`src/rtl/serial_adder4_if.sv`:
```
//------------------------------------------------------------------------------
// Module   : serial_adder4_if
// Brief    : Request/result bundle for the bit-serial adder. The ovf signal
//            exists only when SERIAL_ADDER_OVF_EN is defined.
// Revision : 1.0 - initial release
//------------------------------------------------------------------------------
`default_nettype none

interface serial_adder4_if #(
  parameter int WIDTH = 4
);
  logic             start;
  logic [WIDTH-1:0] a;
  logic [WIDTH-1:0] b;
  logic             cin;
  logic             busy;
  logic             done;
  logic [WIDTH-1:0] s;
  logic             cout;
`ifdef SERIAL_ADDER_OVF_EN
  logic             ovf;

  modport master (
    output start, a, b, cin,
    input  busy, done, s, cout, ovf
  );

  modport slave (
    input  start, a, b, cin,
    output busy, done, s, cout, ovf
  );
`else
  modport master (
    output start, a, b, cin,
    input  busy, done, s, cout
  );

  modport slave (
    input  start, a, b, cin,
    output busy, done, s, cout
  );
`endif
endinterface

`default_nettype wire

```
`src/rtl/serial_adder4.sv`:
```
//------------------------------------------------------------------------------
// Module   : serial_adder4
// Brief    : Bit-serial ripple-carry adder, one sum bit per clock LSB-first.
//            Optional signed-overflow output enabled by SERIAL_ADDER_OVF_EN.
// Revision : 1.0 - initial release
//------------------------------------------------------------------------------
`default_nettype none

module serial_adder4 #(
  parameter int WIDTH = 4
) (
  input  logic           clk,
  input  logic           rst,
  serial_adder4_if.slave bus
);

  localparam int CNT_W = (WIDTH > 1) ? $clog2(WIDTH) : 1;
  localparam logic [CNT_W-1:0] LAST_BIT = CNT_W'(WIDTH - 1);
  localparam logic [WIDTH-1:0] MSB_ONE  = {1'b1, {(WIDTH-1){1'b0}}};

  typedef enum logic [1:0] {
    IDLE = 2'd0,
    ADD  = 2'd1,
    DONE = 2'd2
  } state_t;

  state_t state;
  state_t state_nxt;

  logic [WIDTH-1:0] a_sh;
  logic [WIDTH-1:0] b_sh;
  logic [WIDTH-1:0] sum_sh;
  logic [WIDTH-1:0] sum_nxt;
  logic [CNT_W-1:0] bit_cnt;
  logic             carry;
  logic             carry_nxt;
  logic             sum_bit;
  logic             load;
  logic             last_bit;
  logic [WIDTH-1:0] s_q;
  logic             cout_q;

  // Single full-adder cell shared across all bit positions
  assign sum_bit   = a_sh[0] ^ b_sh[0] ^ carry;
  assign carry_nxt = (a_sh[0] & b_sh[0]) | (carry & (a_sh[0] ^ b_sh[0]));
  assign sum_nxt   = (sum_sh >> 1) | (sum_bit ? MSB_ONE : '0);
  assign last_bit  = (state == ADD) && (bit_cnt == LAST_BIT);

  always_ff @(posedge clk or posedge rst) begin
    if (rst) begin
      state <= IDLE;
    end else begin
      state <= state_nxt;
    end
  end

  always_comb begin
    state_nxt = state;
    load      = 1'b0;
    case (state)
      IDLE: begin
        if (bus.start) begin
          load      = 1'b1;
          state_nxt = ADD;
        end
      end
      ADD: begin
        if (last_bit) begin
          state_nxt = DONE;
        end
      end
      DONE: begin
        if (bus.start) begin
          load      = 1'b1;
          state_nxt = ADD;
        end else begin
          state_nxt = IDLE;
        end
      end
      default: begin
        state_nxt = IDLE;
      end
    endcase
  end

  always_ff @(posedge clk or posedge rst) begin
    if (rst) begin
      a_sh    <= '0;
      b_sh    <= '0;
      sum_sh  <= '0;
      carry   <= 1'b0;
      bit_cnt <= '0;
      s_q     <= '0;
      cout_q  <= 1'b0;
    end else if (load) begin
      a_sh    <= bus.a;
      b_sh    <= bus.b;
      carry   <= bus.cin;
      bit_cnt <= '0;
    end else if (state == ADD) begin
      a_sh    <= a_sh >> 1;
      b_sh    <= b_sh >> 1;
      sum_sh  <= sum_nxt;
      carry   <= carry_nxt;
      bit_cnt <= bit_cnt + CNT_W'(1);
      if (last_bit) begin
        s_q    <= sum_nxt;
        cout_q <= carry_nxt;
      end
    end
  end

`ifdef SERIAL_ADDER_OVF_EN
  logic ovf_q;

  // On the MSB cycle, carry holds the carry into the MSB
  always_ff @(posedge clk or posedge rst) begin
    if (rst) begin
      ovf_q <= 1'b0;
    end else if (last_bit) begin
      ovf_q <= carry ^ carry_nxt;
    end
  end

  assign bus.ovf = ovf_q;
`endif

  assign bus.busy = (state == ADD);
  assign bus.done = (state == DONE);
  assign bus.s    = s_q;
  assign bus.cout = cout_q;

endmodule

`default_nettype wire

```
`src/flat_wrapper.sv`:
```
// flat-port wrapper written by rule: the top's interface ports become plain ports
module serial_adder4_flat 
#(
  parameter int WIDTH = 4
)
  (clk, rst, bus_start, bus_a, bus_b, bus_cin, bus_busy, bus_done, bus_s, bus_cout);
  serial_adder4_if #(.WIDTH(WIDTH)) bus_i ();
  input  logic clk;
  input  logic rst;
  input wire logic [$bits(bus_i.start)-1:0] bus_start;
  input wire logic [$bits(bus_i.a)-1:0] bus_a;
  input wire logic [$bits(bus_i.b)-1:0] bus_b;
  input wire logic [$bits(bus_i.cin)-1:0] bus_cin;
  output wire logic [$bits(bus_i.busy)-1:0] bus_busy;
  output wire logic [$bits(bus_i.done)-1:0] bus_done;
  output wire logic [$bits(bus_i.s)-1:0] bus_s;
  output wire logic [$bits(bus_i.cout)-1:0] bus_cout;
  assign bus_i.start = bus_start;
  assign bus_i.a = bus_a;
  assign bus_i.b = bus_b;
  assign bus_i.cin = bus_cin;
  assign bus_busy = bus_i.busy;
  assign bus_done = bus_i.done;
  assign bus_s = bus_i.s;
  assign bus_cout = bus_i.cout;
  serial_adder4 #(.WIDTH(WIDTH)) u_core (.clk(clk), .rst(rst), .bus(bus_i));
endmodule
```
`config.mk`:
```
export PLATFORM = sky130hd
export DESIGN_NAME = serial_adder4_flat
export DESIGN_NICKNAME = d
export VERILOG_FILES = /design/src/rtl/serial_adder4_if.sv /design/src/rtl/serial_adder4.sv /design/src/flat_wrapper.sv
export SDC_FILE = /design/constraint.sdc
export NUM_CORES = 1
export LEC_CHECK = 0
export BUFFER_PORTS_ARGS = -buffer_cell sky130_fd_sc_hd__buf_4
export CORE_ASPECT_RATIO = 2
export CORE_MARGIN = 2
export CORE_UTILIZATION = 37
export CTS_BUF_LIST = sky130_fd_sc_hd__clkbuf_2
export CTS_CLUSTER_DIAMETER = 200
export DETAILED_ROUTE_END_ITERATION = 12
export GPL_ROUTABILITY_DRIVEN = 1
export MAX_ROUTING_LAYER = met4
export SKIP_CTS_REPAIR_TIMING = 1
export SLEW_MARGIN = 15
export SYNTH_ARGS = -nofsm -noshare
export SYNTH_HDL_FRONTEND = slang
export SYNTH_SLANG_ARGS = --single-unit
```
`constraint.sdc`:
```
create_clock -name clk -period 1.2 [get_ports clk]
set_input_delay 0.18 -clock clk [delete_from_list [all_inputs] [get_ports clk]]
set_output_delay 0.18 -clock clk [all_outputs]
set_load 0.005 [all_outputs]
```
# After elaboration in Yosys (flattened, before gate mapping)

Cells that the tools add are included.

$add $sub $neg: 1
Eq/ne operators: 5
Mux-type cells: 15
Bitwise gates (word level): 7
Reductions and logical operators: 7

Operators by type and width:

| operator                                            | number |
|---|---|
| 2-to-1 mux 4 bit                                    | 5 |
| 2-to-1 mux 2 bit                                    | 4 |
| one-hot mux 2 bit (3 select lines)                  | 1 |
| 2-to-1 mux 1 bit                                    | 5 |
| equality test 2 bit, second input constant          | 2 |
| bitwise OR 3 x 4 -> 4 bit                           | 1 |
| AND reduction 2 bit                                 | 2 |
| AND reduction 3 bit                                 | 1 |
| adder 2 x 1 -> 2 bit, second input constant         | 1 |
| AND 1 bit                                           | 2 |
| equality test 2 x 1 -> 1 bit, second input constant | 1 |
| logical NOT 2 bit                                   | 1 |
| != test 2 x 1 -> 1 bit, second input constant       | 1 |
| != test 2 bit, second input constant                | 1 |
| nonzero test 2 bit                                  | 1 |
| OR reduction 2 bit                                  | 1 |
| bitwise XOR 1 bit                                   | 2 |
| logical AND 1 bit                                   | 1 |
| NOT 1 bit                                           | 1 |
| bitwise OR 1 bit                                    | 1 |

Flip-flop bits (word level): 22
Output and inout bits: 7
Word-level logic and storage cells: 43

# Depth between registers and ports, before layout

Gate-level depths: netlist of the first run.

Word-level depth: 5
Mapped depth: 5
Mapped depth without buffers: 3

# Least setup slack after synthesis of the first run

No wires, ideal clock.

Path type: reg-to-reg
Start point: reg u_core.carry
End point: reg u_core.s_q[3], in the netlist u_core.bus.s[3]
Arrival: 1.128 ns
Setup slack: -0.053 ns
Stages on the path, launching flop included: 3
Clock period less this slack: 1.253 ns
Path through: dfrtp_1 fa_1 mux2_4

Cells in the longest elaborated chain, start to end: 3

RTL lines:

| what                      | line                 | text |
|---|---|---|
| start, declared           | serial_adder4.sv:35  | `logic carry;` |
| start signal, assigned    | serial_adder4.sv:98  | `carry <= bus.cin;` |
| start signal, assigned    | serial_adder4.sv:104 | `carry <= carry_nxt;` |
| bitwise XOR 1 bit         | serial_adder4.sv:44  | `assign sum_bit = a_sh[0] ^ b_sh[0] ^ carry;` |
| net u_core.sum_bit        | serial_adder4.sv:37  | `logic sum_bit;` |
| 2-to-1 mux 4 bit          | serial_adder4.sv:46  | `assign sum_nxt = (sum_sh >> 1) \| (sum_bit ? MSB_ONE : '0);` |
| bitwise OR 3 x 4 -> 4 bit | serial_adder4.sv:46  |  |
| end signal, assigned      | serial_adder4.sv:107 | `s_q <= sum_nxt;` |
| end, declared             | serial_adder4.sv:40  | `logic [WIDTH-1:0] s_q;` |

The timed path passes the listed nets, and every way through them passes these cells.
A chain may end at the register's enable or synchronous reset.

# Worst setup path after layout of the first run

Start point: reg u_core.state[1]
End point: out bus_busy

Cells in the longest elaborated chain, start to end: 1

RTL lines:

| what                         | line                 | text |
|---|---|---|
| start, declared              | serial_adder4.sv:27  | `state_t state;` |
| start signal, assigned       | serial_adder4.sv:53  | `state <= state_nxt;` |
| equality test 2 x 1 -> 1 bit | serial_adder4.sv:128 | `assign bus.busy = (state == ADD);` |
| end, declared                | flat_wrapper.sv:14   | `output wire logic [$bits(bus_i.busy)-1:0] bus_busy;` |

Every way passes these cells.

==> results of run 1 <==
-- cell usage after synthesis --
master	n	area, µm²
sky130_fd_sc_hd__dfrtp_1	21	526
sky130_fd_sc_hd__nor2b_1	9	56.3
sky130_fd_sc_hd__a211oi_1	7	52.6
sky130_fd_sc_hd__a21oi_1	7	35.0
sky130_fd_sc_hd__mux2i_1	7	70.1
sky130_fd_sc_hd__mux2_2	5	56.3
sky130_fd_sc_hd__mux2_4	5	75.1
sky130_fd_sc_hd__a22o_1	3	26.3
sky130_fd_sc_hd__inv_1	3	11.3
sky130_fd_sc_hd__buf_6	2	22.5
sky130_fd_sc_hd__nor2_1	2	7.51
sky130_fd_sc_hd__a21o_1	1	7.51
sky130_fd_sc_hd__buf_2	1	5.00
sky130_fd_sc_hd__buf_4	1	7.51
sky130_fd_sc_hd__clkbuf_1	1	3.75
sky130_fd_sc_hd__fa_1	1	20.0
sky130_fd_sc_hd__ha_1	1	12.5
sky130_fd_sc_hd__nand2_4	1	11.3
sky130_fd_sc_hd__nor2b_4	1	13.8
-- cell families after synthesis --
| group | count (synthesis) | share of synthesized area |
|---|---|---|
| AOI/OAI and AO/OA | 18 | 0.119 |
| adders and majority gates | 2 | 0.0319 |
| buffers and inverters | 8 | 0.0491 |
| DFF | 21 | 0.515 |
| muxes | 17 | 0.198 |
| and+or+nand+nor | 13 | 0.0871 |
-- flip-flops by register name (all words and copies together), names as in the netlist --
register	count
u_core.a_sh	4
u_core.b_sh	4
u_core.bus.s	4
u_core.sum_sh	3
u_core.bit_cnt	2
u_core.state	2
u_core.bus.cout	1
u_core.carry	1
-- placed cells by master, fill, tap and decap left out, drive strengths merged --
| cell | n |
|---|---|
| nor2 | 2 |
| nor2b | 10 |
| a22o | 3 |
| buf | 40 |
| clkbuf | 4 |
| a21oi | 7 |
| a211oi | 7 |
| dlygate4sd3 | 1 |
| ha | 1 |
| dfrtp | 21 |
| mux2i | 7 |
| fa | 1 |
| mux2 | 10 |
| inv | 3 |
| a21o | 1 |
| nand2 | 1 |
-- metal layers --
| layer | track usage | wire (µm) | share of wire |
|---|---|---|---|
| met1 | 0.186 | 789 | 0.36 |
| met2 | 0.256 | 1290 | 0.59 |
| met5 | - | 0 | 0 |
| met4 | 0.0871 | 46 | 0.021 |
| met3 | 0.0169 | 49 | 0.023 |
-- layout make-up --
type,instances,area (µm²),share of cell area
clock buffers,4,20.0,0.0144
inverters,3,11.3,0.00811
multi-input cells,50,467,0.336
flip-flops and latches,21,526,0.378
well taps,29,36.3,0.0261
repair buffers,41,329,0.237
-- stage by stage --
step                      setup TNS [ps]  setup slack [ps]  total power [mW]  instance area (µm²)  hold WS [ps]
final                               -849              -218              3.58                 1390          69.2
after global routing               -1340              -277              3.86                 1390          40.2
after CTS                          -1090              -295              3.34                 1280          -154
after detailed placement            -334             -88.3              3.03                 1260           238
after global placement              -175             -53.7              2.93                 1260           230
after floorplan                     -297             -53.1              2.41                 1020           157
-- worst min path at each step --
stage             start         endpoint  slack (ps)  depth (start not counted)
2_1_floorplan       rst   u_core.a_sh[0]         160                          1
3_3_place_gp        rst  u_core.bus.cout         230                          3
3_5_place_dp        rst  u_core.bus.cout         240                          3
4_1_cts             rst  u_core.bus.s[1]        -150                          3
5_1_grt        bus_b[3]   u_core.b_sh[3]          40                          2
6_report       bus_a[3]   u_core.a_sh[3]          70                          2
-- power by group through the flow --
| stage | combinational, mW | clock (mW) | sequential [mW] |
|---|---|---|---|
| final | 1.96 | 0.306 | 1.31 |
| after floorplan | 1.15 | 0 | 1.26 |
| after global routing | 2.15 | 0.345 | 1.36 |
| after global placement | 1.62 | 0 | 1.31 |
| after detailed placement | 1.69 | 0 | 1.34 |
| after CTS | 1.70 | 0.326 | 1.32 |
==> summary by stage, run 1 <==
Floorplan
The initial utilization of the core area, before any placement, comes to 0.377. The floorplan step defined a die boundary enclosing 3220 µm². For this design the top-level I/O count stands at 19.

The number of rows in the core area is 27. The core region area is 2700 µm². The die is 41.1 µm wide. The floorplan die height is 78.2 µm.

Place
The number of cells after detailed placement is 136. The final weighted congestion in routability-driven placement is 0.725. The port buffer count is 18.

Once detailed placement completed, the half-perimeter wirelength came to 1550 µm.

Setup path
The largest stage delay on the critical path is 470 ps. The arrival time reported for the critical path endpoint is 1240 ps. The maximum fanout count along the critical path is 6. The critical path starts at u_core.state[1]. The last element of the critical path is bus_busy. Data on the critical path is required at its endpoint by 1020 ps. STA classifies the critical path endpoint as an output pin.

The startpoint identified for the worst register-to-register timing path is u_core.state[1]. The kind of critical path is flip-flop to output pin. In this run the critical register-to-register path is captured at u_core.bit_cnt[1].

The cell type with the highest occurrence count on the critical path is sky130_fd_sc_hd__buf_6. Walking the worst path, the cells encountered are nor2b_4 -> buf_6 -> buf_6. Counting buffers and inverters, the worst setup path is 3 cells deep. The logic depth of the worst register-to-register path is 4.

In this design, the largest share of critical-path delay is due to flip-flops. The buffering stage count on the worst path with inverters included is 2. On the critical path, the stage with the largest delay is an instance of sky130_fd_sc_hd__dfrtp_1. The type of origin of the critical path is a flip-flop. The flop-to-flop setup slack is -100 ps.

Drt
The final route contains 740 vias. The post-detailed-route DRC marker count is 0. The first routing iteration left 19 violations. The total iterations of the first detailed-routing run is 2. The detail-routed net length per standard cell is 14.7 µm. The count of nets left with antenna violations once routing finished came out at 0.

The wire length reported by the detailed router is 2170 µm. The detail-routed via count per cell is 5.00.

Power and ir drop
The clock network fraction of design power is 0.086. The reported net switching power is 1.19 mW. Power spread over the standard cell area amounts to 2580 nW/µm².

The combinational power share is 0.548. The analysis attributes to cell leakage a power of 0.666 nW. The power share of the sequential group is 0.366. Cell internal power was estimated by the tool at 2.39 mW. The worst IR drop on VDD is 1.20 mV. The switching power share of the total is 0.332.

Clocking
The buffer type at the clock tree root is sky130_fd_sc_hd__clkbuf_2. The CTS buffer count is 3. The maximum level of the CTS H-tree is 1. The register clock-pin slew on the reported worst setup and hold paths is 200 ps. At the later pin of the worst-skew pair, clock insertion delay measures 320 ps. Clock tree synthesis found a total of 21 sinks. The maximum clock path buffer count is 2.

The clock tree from TritonCTS is yes.

STA
The final cycle utilization of the critical path is 1.18. The worst-case setup margin in the final layout is -218 ps. The setup-violating endpoint count in the final report is 12.

At the pin with the least slew margin, the transition time is 275 ps. The count of pins over their slew limit is 0. The final number of hold-violating endpoints was 0. In this run the tightest slew margin relative to its limit is 0.816.

Setup repair after global routing could not meet its margin everywhere. The post-route clock skew is 4.64 ps. Static timing analysis puts the maximum clock frequency at 705 MHz. The time the worst path needs with I/O delays and setup is 1420 ps.

Layout
In the final design database the tool counted 134 nets. Of the cells placed in the final design, the portion with a size suffix greater than 1 is 0.513. The repair_antennas step left the layout with diodes totalling 0.

The relative area change from synthesis to final layout is 36.2%. For this run, the share of the core covered by cells in the final layout is 0.514. After the flow finishes, the layout carries non-filler instances totaling 148. After filler insertion, the fill cell instance count of the layout stands at 285.

Global route
For this run, the total global-route usage over all layers was measured as 0.161. Summed over all layers, the global routing overflow is 0. The first global-routing pass estimated 3480 µm of wire. The initial antenna violation count is 0. The via count of the first global-routing pass is 747. Entering global routing, the biggest net connects 22 pins.

Yosys
A synthesized cell averages 12.9 µm². The number of warning messages in the yosys log is 0. The post-synthesis sequential area ratio is 0.515. The cell area that synthesis handed to floorplanning was 1020 µm². Synthesis instantiated 19 different standard cells from the library. The number of nets in the synthesized netlist is 93. Synthesis inferred 21 register bits. Counting every instance in the synthesized netlist gives 79.

Min path
The class of the tightest hold or removal check is input pin to flip-flop.

Job
Max-cap violations in this run came to 0.

Outcome
The run finished, with violations left. The final reports fail on negative setup slack.
Note: power is estimated with default switching activity, not from simulation.
==> run 2: changes to the inputs <==
Settings changed: CORE_ASPECT_RATIO 2 to default, CORE_UTILIZATION 37 to 50, PLACE_DENSITY from default to 0.76.
==> run 2 against run 1 <==
The run still ends with negative setup slack left. Worst setup slack got worse by 14 ps. Utilization increased by 21 points. Clock skew decreased by 2.2 ps. Count of clock-buffer cells in the layout decreased by 1. Final area increased by 0.72%. Non-clock buffer count decreased by 1. Critical path type unchanged. Critical endpoint unchanged.
==> summary by stage, run 2 (same netlist as run 1, synthesis figures left out) <==
Power and ir drop
The total leakage power is 0.666 nW (about the same). The cell-internal power is 2.49 mW (was 2.39 mW). The clock network fraction of design power is 0.082 (was 0.086). The power share of the sequential group is 0.347 (was 0.366). The total design power came to 3.75 mW (was 3.58 mW). The power density relative to cell area was 2680 nW/µm² (was 2580 nW/µm²).

The reported net switching power is 1.26 mW (was 1.19 mW). The switching power share of the total is 0.336 (was 0.332). The combinational power share came to 0.571 (was 0.548). The worst IR drop on VDD is 1.62 mV (was 1.20 mV).

STA
The final number of hold-violating endpoints is 0 (unchanged). The count of pins over their slew limit is 0 (unchanged). The final cycle utilization of the critical path is 1.19 (was 1.18). The worst-case setup margin in the final layout came to -231 ps (was -218 ps). The setup-violating endpoint count in the final report is 12 (unchanged). The slew at the pin closest to its max-slew limit is 274 ps (was 275 ps).

The relative slew slack is 0.816 (about the same). The post-route clock skew is 2.41 ps (was 4.64 ps). RSZ-0062 raised after global routing: yes (unchanged). The final hold slack is 54.7 ps (was 69.2 ps). The time the worst path needs with I/O delays and setup was 1430 ps (was 1420 ps). The upper clock frequency limit is 699 MHz (was 705 MHz).

Drt
The routed via count is 735 (was 740). The routed length on met3 is 72 µm (was 49 µm). The amount of wire on met2 after detailed routing is 1050 µm (was 1290 µm). The post-detailed-route DRC marker count came to 0 (unchanged). The total iterations of the first detailed-routing run is 4 (was 2).

The number of routed nets with antenna violations is 0 (unchanged). The count of routing violations after the opening detailed-route iteration is 8 (was 19). The detail-routed via count per cell was 5.07 (was 5.00). The met1 routed wirelength after detailed routing is 907 µm (was 789 µm). The top layer reached by signal wires is met4 (unchanged). The detail-routed net length per standard cell was 14.2 µm (was 14.7 µm).

The wire length reported by the detailed router was 2050 µm (was 2170 µm).

Clocking
The clock network latency to the later pin of the worst-skew pair is 330 ps (was 320 ps). The CTS buffer count is 3 (unchanged). The register clock-pin slew on the reported worst setup and hold paths was 210 ps (was 200 ps). The clock tree from TritonCTS is yes (unchanged). The maximum clock path buffer count was 2 (unchanged). The maximum level of the CTS H-tree is 1 (unchanged). The clock sink count is 21 (unchanged). The buffer type at the clock tree root is sky130_fd_sc_hd__clkbuf_2 (unchanged).

Global route
The global-route wire length before repair is 3220 µm (was 3480 µm). The via count of the first global-routing pass is 761 (was 747). The overall global routing resource usage is 0.183 (was 0.161).

The pin count of the biggest net entering global routing was 22 (unchanged). The residual overflow from global routing is 0 (unchanged). The initial antenna violation count is 0 (unchanged).

Layout
The number of nets in the final layout was 133 (was 134). The count of non-filler cells in the finished layout is 145 (was 148). Highest-count cells in the layout ignoring fill and taps: 34 x sky130_fd_sc_hd__buf_4, 20 x sky130_fd_sc_hd__dfrtp_1, 8 x sky130_fd_sc_hd__mux2_4, 8 x sky130_fd_sc_hd__nor2b_1 (was 35 x sky130_fd_sc_hd__buf_4, 21 x sky130_fd_sc_hd__dfrtp_1, 7 x sky130_fd_sc_hd__mux2i_1, 7 x sky130_fd_sc_hd__nor2b_1, 7 x sky130_fd_sc_hd__a21oi_1).

The final antenna diode count is 0 (unchanged). The relative area change from synthesis to final layout is 37.2% (was 36.2%). The most common cell after layout, fill and taps aside is sky130_fd_sc_hd__buf_4 (unchanged). The layout cell share with drive strength beyond 1 is 0.508 (was 0.513).

Outcome
Run status: complete, but fails checks (unchanged). Violated checks: negative setup slack (unchanged).

Floorplan
The core region area was 1940 µm² (was 2700 µm²). The starting density of the core was 0.525 (was 0.377). The die area is 2420 µm² (was 3220 µm²). The floorplan die width is 49.2 µm (was 41.1 µm). The top-level port count came to 19 (unchanged).

The number of rows in the core area is 16 (was 27). The floorplan die height was 49.2 µm (was 78.2 µm).

Place
The final weighted congestion in routability-driven placement is 0.751 (was 0.725). The placed wire-length estimate after detailed placement was 1330 µm (was 1550 µm). The number of cells after detailed placement is 134 (was 136). The port buffer count was 18 (unchanged).

Setup path
The critical path launch point is u_core.state[1] (unchanged). The type of origin of the critical path is a flip-flop (unchanged). The kind of critical path is flip-flop to output pin (unchanged).

The flop-to-flop setup slack is -80 ps (was -100 ps). The maximum fanout count along the critical path is 3 (was 6). The last element of the critical path is bus_busy (unchanged).

The logic depth of the worst register-to-register path is 3 (was 4). The arrival time reported for the critical path endpoint is 1250 ps (was 1240 ps). The worst reg2reg path startpoint is u_core.bit_cnt[1] (was u_core.state[1]).

The required time of the critical path is 1020 ps (about the same). The end of the worst register-to-register path is u_core.bit_cnt[1] (unchanged). The element type at the critical path end is an output pin (unchanged).

Min path
The class of the tightest hold or removal check is input pin to flip-flop (unchanged).

Job
The count of max-cap constraint violations came to 0 (unchanged).
## run 2: worst min-delay path by stage
stage | to | start | cells after the start
6_report | u_core.b_sh[3] | bus_b[3] | 2
5_1_grt | u_core.b_sh[3] | bus_b[3] | 2
4_1_cts | u_core.bus.s[3] | rst | 3
3_5_place_dp | u_core.bus.s[3] | rst | 3
3_3_place_gp | u_core.bus.cout | rst | 3
2_1_floorplan | u_core.a_sh[0] | rst | 1
## run 2: layout make-up
class                      count  area [µm²]
inverter                       3        11.3
clock buffer                   3        15.0
timing repair buffer          40         325
clock inverter                 1        5.00
fill                         129         543
multi-input combinational     50         482
sequential                    21         527
tap                           27        33.8
## run 2: power groups by stage
| stage | clock network, mW | registers [mW] | logic (mW) |
|---|---|---|---|
| after floorplan | 0 | 1.26 | 1.15 |
| after global placement | 0 | 1.29 | 1.66 |
| after detailed placement | 0 | 1.31 | 1.74 |
| after CTS | 0.303 | 1.29 | 1.75 |
| after global routing | 0.350 | 1.35 | 2.33 |
| final | 0.307 | 1.30 | 2.14 |
## run 2: stage by stage
| step | setup WS, ps | TNS, ps | utilization | cell area, µm² |
|---|---|---|---|---|
| CTS | -311 | -1020 | 0.660 | 1280 |
| detailed placement | -84.8 | -221 | 0.650 | 1260 |
| global placement | -52.1 | -118 | 0.650 | 1260 |
| floorplan | -53.1 | -297 | - | 1020 |
| finish | -231 | -1000 | 0.720 | 1400 |
| global route | -306 | -1650 | 0.720 | 1400 |
## run 2: metal layers
metal  vias to the layer above  track usage
met5                         -            -
met4                         0       0.0810
met1                       351        0.211
li1                        358            -
met3                         4       0.0368
met2                        22        0.309
## run 2: critical path, cell delays in order (launching register included)
cell                      delay (ps)
sky130_fd_sc_hd__dfrtp_2         500
sky130_fd_sc_hd__nor2b_4         150
sky130_fd_sc_hd__buf_6           120
sky130_fd_sc_hd__buf_6            80
sky130_fd_sc_hd__buf_6            80
